### src/rtl/irq_controller_if.sv
// Load/store bus between the CPU datapath and the interrupt controller's
// register window; the master is the CPU side, the slave is the controller.
interface irq_controller_if;
    logic [31:0] address;
    logic [31:0] wr_data;
    logic        MemRead;
    logic        MemWrite;
    logic [31:0] rd_data;
    logic        IrqAddress;

    modport master (
        output address,
        output wr_data,
        output MemRead,
        output MemWrite,
        input  rd_data,
        input  IrqAddress
    );

    modport slave (
        input  address,
        input  wr_data,
        input  MemRead,
        input  MemWrite,
        output rd_data,
        output IrqAddress
    );
endinterface

### src/rtl/irq_controller.sv
// Edge-capturing, maskable interrupt controller with a 3-word register window
// and a single-outstanding REQ -> SERVICE -> ERET handshake toward cp0.
module irq_controller #(
    parameter int          NUM_SRC   = 8,
    parameter logic [31:0] BASE_ADDR = 32'hFFFF0020
) (
    input  logic               clk,
    input  logic               reset,
    input  logic [NUM_SRC-1:0] irq_src,
    irq_controller_if.slave    bus,
    output logic               irq_out,
    output logic [3:0]         irq_id,
    input  logic               taken,
    input  logic               eret
);

    typedef enum logic [1:0] {
        ST_IDLE    = 2'd0,
        ST_REQ     = 2'd1,
        ST_SERVICE = 2'd2
    } state_t;

    localparam logic [29:0] L_WORD_PEND = BASE_ADDR[31:2];
    localparam logic [29:0] L_WORD_MASK = BASE_ADDR[31:2] + 30'd1;
    localparam logic [29:0] L_WORD_STAT = BASE_ADDR[31:2] + 30'd2;

    state_t             r_state;
    state_t             w_next_state;
    logic [NUM_SRC-1:0] r_src_q;
    logic [NUM_SRC-1:0] r_pending;
    logic [NUM_SRC-1:0] r_mask;
    logic [3:0]         r_id;

    logic [29:0]        w_word;
    logic               w_hit_pend;
    logic               w_hit_mask;
    logic               w_hit_stat;
    logic [NUM_SRC-1:0] w_edge;
    logic [NUM_SRC-1:0] w_active;
    logic               w_any_active;
    logic [3:0]         w_winner;
    logic [NUM_SRC-1:0] w_win_onehot;
    logic [NUM_SRC-1:0] w_w1c;
    logic [NUM_SRC-1:0] w_take_clr;
    logic [NUM_SRC-1:0] w_pending_nxt;
    logic               w_mask_we;
    logic               w_take;
    logic               w_in_service;
    logic [31:0]        w_status;
    logic               w_unused;

    // Address decode: byte offset bits are ignored, only the three words hit.
    assign w_word         = bus.address[31:2];
    assign w_hit_pend     = (w_word == L_WORD_PEND);
    assign w_hit_mask     = (w_word == L_WORD_MASK);
    assign w_hit_stat     = (w_word == L_WORD_STAT);
    assign bus.IrqAddress = w_hit_pend | w_hit_mask | w_hit_stat;

    assign w_unused = ^{bus.address[1:0], bus.wr_data[31:NUM_SRC]};

    assign w_edge       = irq_src & ~r_src_q;
    assign w_active     = r_pending & r_mask;
    assign w_any_active = |w_active;

    // Lowest set index wins, so scan downward and let the last hit stick.
    always_comb begin
        w_winner = 4'd0;
        for (int i = NUM_SRC - 1; i >= 0; i--) begin
            if (w_active[i]) begin
                w_winner = 4'(i);
            end
        end
    end

    assign w_win_onehot = NUM_SRC'(1) << w_winner;
    assign w_mask_we    = bus.MemWrite & w_hit_mask;
    assign w_w1c        = (bus.MemWrite & w_hit_pend) ? bus.wr_data[NUM_SRC-1:0] : '0;
    assign w_take_clr   = (w_take & w_any_active) ? w_win_onehot : '0;

    // A fresh edge is OR-ed in last so it survives any same-cycle clear.
    assign w_pending_nxt = (r_pending & ~w_w1c & ~w_take_clr) | w_edge;

    always_ff @(posedge clk or negedge reset) begin
        if (!reset) begin
            r_state <= ST_IDLE;
        end else begin
            r_state <= w_next_state;
        end
    end

    always_comb begin
        w_next_state = r_state;
        w_take       = 1'b0;
        irq_out      = 1'b0;
        w_in_service = 1'b0;
        irq_id       = 4'd0;
        case (r_state)
            ST_IDLE: begin
                if (w_any_active) begin
                    w_next_state = ST_REQ;
                end
            end
            ST_REQ: begin
                irq_out = 1'b1;
                irq_id  = w_winner;
                if (taken) begin
                    w_take       = 1'b1;
                    w_next_state = ST_SERVICE;
                end else if (!w_any_active) begin
                    w_next_state = ST_IDLE;
                end
            end
            ST_SERVICE: begin
                w_in_service = 1'b1;
                irq_id       = r_id;
                if (eret) begin
                    w_next_state = ST_IDLE;
                end
            end
            default: begin
                w_next_state = ST_IDLE;
            end
        endcase
    end

    always_ff @(posedge clk or negedge reset) begin
        if (!reset) begin
            r_src_q   <= '0;
            r_pending <= '0;
            r_mask    <= '0;
            r_id      <= 4'd0;
        end else begin
            r_src_q   <= irq_src;
            r_pending <= w_pending_nxt;
            if (w_mask_we) begin
                r_mask <= bus.wr_data[NUM_SRC-1:0];
            end
            if (w_take) begin
                r_id <= w_winner;
            end
        end
    end

    assign w_status = {27'd0, w_in_service, irq_id};

    always_comb begin
        bus.rd_data = 32'd0;
        if (bus.MemRead) begin
            if (w_hit_pend) begin
                bus.rd_data = 32'(r_pending);
            end else if (w_hit_mask) begin
                bus.rd_data = 32'(r_mask);
            end else if (w_hit_stat) begin
                bus.rd_data = w_status;
            end
        end
    end

endmodule
### src/flat_wrapper.sv
// flat-port wrapper written by rule: the top's interface ports become plain ports
module irq_controller_flat 
#(
    parameter int          NUM_SRC   = 8,
    parameter logic [31:0] BASE_ADDR = 32'hFFFF0020
)
  (clk, reset, irq_src, irq_out, irq_id, taken, eret, bus_address, bus_wr_data, bus_MemRead, bus_MemWrite, bus_rd_data, bus_IrqAddress);
  irq_controller_if bus_i ();
  input  logic clk;
  input  logic reset;
  input  logic [NUM_SRC-1:0] irq_src;
  output logic irq_out;
  output logic [3:0] irq_id;
  input  logic taken;
  input  logic eret;
  input wire logic [$bits(bus_i.address)-1:0] bus_address;
  input wire logic [$bits(bus_i.wr_data)-1:0] bus_wr_data;
  input wire logic [$bits(bus_i.MemRead)-1:0] bus_MemRead;
  input wire logic [$bits(bus_i.MemWrite)-1:0] bus_MemWrite;
  output wire logic [$bits(bus_i.rd_data)-1:0] bus_rd_data;
  output wire logic [$bits(bus_i.IrqAddress)-1:0] bus_IrqAddress;
  assign bus_i.address = bus_address;
  assign bus_i.wr_data = bus_wr_data;
  assign bus_i.MemRead = bus_MemRead;
  assign bus_i.MemWrite = bus_MemWrite;
  assign bus_rd_data = bus_i.rd_data;
  assign bus_IrqAddress = bus_i.IrqAddress;
  irq_controller #(.NUM_SRC(NUM_SRC), .BASE_ADDR(BASE_ADDR)) u_core (.clk(clk), .reset(reset), .irq_src(irq_src), .bus(bus_i), .irq_out(irq_out), .irq_id(irq_id), .taken(taken), .eret(eret));
endmodule
### config.mk
export PLATFORM = sky130hd
export DESIGN_NAME = irq_controller_flat
export DESIGN_NICKNAME = d
export VERILOG_FILES = /design/src/rtl/irq_controller_if.sv /design/src/rtl/irq_controller.sv /design/src/flat_wrapper.sv
export SDC_FILE = /design/constraint.sdc
export NUM_CORES = 1
export LEC_CHECK = 0
export CAP_MARGIN = 10
export CORE_UTILIZATION = 40
export DETAILED_ROUTE_END_ITERATION = 7
export PLACE_DENSITY = 0.86
export SLEW_MARGIN = 10
export SYNTH_ARGS = -nofsm -noshare
export SYNTH_HDL_FRONTEND = slang
export SYNTH_SLANG_ARGS = --single-unit
### constraint.sdc
create_clock -name clk -period 2.7 [get_ports clk]
set_input_delay 0.54 -clock clk [delete_from_list [all_inputs] [get_ports clk]]
set_output_delay 0.54 -clock clk [all_outputs]
set_load 0.005 [all_outputs]
==> metrics.md <==
| Metric | Value |
|---|---|
| Nets | `383` |
| Fin Hold WS | `420 ps` |
| Share of layout cells above drive strength 1 | `22.4%` |
| Worst skew pair latency | `290 ps` |
| Setup Skew | `9.95 ps` |
| WL final | `5630 um` |
| Synth area leader | `dfrtp_1` |
| CTS tree | `built` |
| Buffers on Ports | `64` |
| Max cap viols | `0` |
| Area after DPL | `2600 sq um` |
| Design Area, Final | `2880 sq um` |
| Max clock buf depth | `2` |
| IO Pins | `116` |
| Largest net degree at the start of global routing | `30` |
| Antenna violations before repair | `0` |
| Max transition margin | `58.9%` |
| Post-Syn Area | `1890 sq um` |
| Leakage | `1.40 nW` |
| Final hold violation count | `0` |
| Die height | `70.7 um` |
| Worst reg2reg path depth | `5` |
| Slew @ Worst Pin | `611 ps` |
| Post-route minimum period | `2710 ps` |
| Die X | `70.7 um` |
| Status | `complete, but fails checks` |
| Fmax | `0.370 GHz` |
| Crit-path cells | `a22oi_1, a21oi_1, o31ai_2, buf_4, clkdlybuf4s50_1` |
| Core outline area | `4440 sq um` |
| Gr ovfl total | `0` |
| Pins over their slew limit | `0` |
| Most instantiated cells after synthesis | `dfrtp_1, buf_4, inv_1` |
| Req. time, crit path | `2160 ps` |
| Hold-critical path depth | `1` |
| First-pass DRT Iterations | `8` |
| Diodes inserted | `0` |
| Post-Synthesis Mean Instance Area | `8.98 sq um` |
| 1st-iter DRT viols | `124` |
| Distinct cells, synth | `43` |
| H-tree levels | `2` |
| DRC Markers | `18` |
| Vias in the first global route | `1948` |
| GP Congestion | `0.854` |
| First-pass GRT wire length | `8560 um` |
| Synth top area share | `38.5%` |
| Setup TNS | `-6.11 ps` |
| Final cycle utilization of the critical path | `100%` |
| Die area | `5000 sq um` |
| Area contributors post-synth | `dfrtp_1, buf_4, mux2_2` |
| Num Clock Sinks | `29` |
| Worst setup SP type | `flop` |
| Total track usage | `21.9%` |
| Failing checks | `DRC, setup timing` |
| CTS clk-pin slew, worst paths | `70 ps` |
| Synth warn | `0` |
| Utilization after layout | `64.8%` |
| # setup viols final | `1` |
| CP Class | `reg -> out` |
| CP max FO | `5` |
| Ys async rst share | `100%` |
| Antenna-violating nets left | `0` |
| TritonCTS buffer count | `5` |
| Main synth FF type | `dfrtp_1` |
| CTS root buf | `clkbuf_8` |
| Power Density | `375 nW/um^2` |
| Fin worst setup slack | `-6.11 ps` |
| Per-cell routed wire length | `15.9 um` |
| HPWL Detailed | `3900 um` |
| Most common cell in the netlist | `dfrtp_1` |
| Number of flops mapped to enable cells by yosys | `0` |
| Cells after DPL | `338` |
| Synth-to-Final Area Change | `52.6%` |
| Yosys reg bits | `29` |
| WP data arrival | `2170 ps` |
| Synth Instances | `210` |
| Crit path largest cell delay | `480 ps` |
| Post-Layout Cell Count | `355` |
| Site Rows | `24` |
| Worst-case vdd ir drop | `0.316 mV` |
| Initial core utilization | `42.5%` |
| Setup crit end kind | `output pin` |
| CP max stage cell | `clkdlybuf4s50_1` |
| Routed vias/inst | `5.40` |
| Vias | `1917` |
| Sequential-to-total area share from yosys stat | `38.5%` |
| Hold crit path type | `reg -> reg` |
-- cell type report --
cell class	count	area (sq um)
multi-input combinational	155	1070
timing repair buffer	88	808
fill	358	1570
sequential	29	726
tap	52	65.1
clock buffer	6	82.6
inverter	23	86.3
clock inverter	2	37.5
-- what timing repair did --
action,4_1_cts,5_1_grt
pin swaps,11,12
gates resized for setup,45,27
setup endpoints to repair,10,20
cloned,0,0
setup buffers,6,4
hold buffers,0,0
-- kinds of logic after synthesis --
family | after synthesis | share of synthesized area (%)
AND/OR/NAND/NOR | 65 | 19.2
buffers and inverters | 50 | 14.9
AO/OA/AOI/OAI | 49 | 17.7
flip-flops | 29 | 38.5
multiplexers | 13 | 7.49
adder cells (fa/ha/maj) | 3 | 1.99
other | 1 | 0.199
-- sequential cells by signal, indices dropped and copies added (netlist names) --
register	count
u_core.r_state	2
u_core.r_mask	8
u_core.r_id	3
u_core.r_src_q	8
u_core.r_pending	8
-- worst max-delay path, delay by kind of cell (launching register included) --
kind                   cells  cell delay (ps)
AOI/OAI and AO/OA          3              790
buffers and inverters      2              650
DFF                        1              440
-- metrics by stage --
stage | total power [mW] | setup WS [ps]
finish | 1.08 | -6.11
global route | 1.12 | -1.39
CTS | 1.07 | -62.3
detailed placement | 0.600 | -500
global placement | 0.595 | -433
floorplan | 0.517 | 620
-- cells in the final DEF, fill, tap and decap left out, types with 3 or more instances in the layout --
cell type / n
a21oi_1: 10
a22o_1: 6
a31oi_1: 3
buf_2: 7
buf_4: 24
clkbuf_8: 6
clkdlybuf4s50_1: 35
conb_1: 25
dfrtp_1: 29
dlygate4sd2_1: 7
dlymetal6s2s_1: 12
inv_1: 23
mux2_2: 8
mux2i_1: 4
nand2_1: 14
nand2b_1: 3
nand3_1: 4
nand4_1: 9
nor2_1: 10
nor4_2: 3
o211ai_1: 3
o21ai_0: 10
o221ai_1: 5
-- report_power, final --
| group | switching (mW) | internal [mW] | total (mW) |
|---|---|---|---|
| Clock | 0.176 | 0.300 | 0.476 |
| Sequential | 0.00218 | 0.442 | 0.444 |
| Combinational | 0.0704 | 0.0892 | 0.160 |
| Total | 0.249 | 0.831 | 1.08 |
-- routing by layer --
metal	wire, um	track usage (%)	up-vias
met5	0	0	-
met4	107	8.22	0
met3	407	6.41	12
met2	2900	38.4	104
met1	2220	25.4	904
li1	-	-	897
-- worst paths after layout --
check / from / end / slack, ps
max: u_core.r_pending[5] / irq_id[1] / -6
min: u_core.r_src_q[6] / u_core.r_pending[6] / 420
max reg2reg: u_core.r_pending[1] / u_core.r_state[1] / 710
min reg2reg: u_core.r_src_q[6] / u_core.r_pending[6] / 420
max in group asynchronous: reset / u_core.r_pending[0] / 1790
min in group asynchronous: reset / u_core.r_src_q[5] / 630
(Power assumes the default switching activity.)
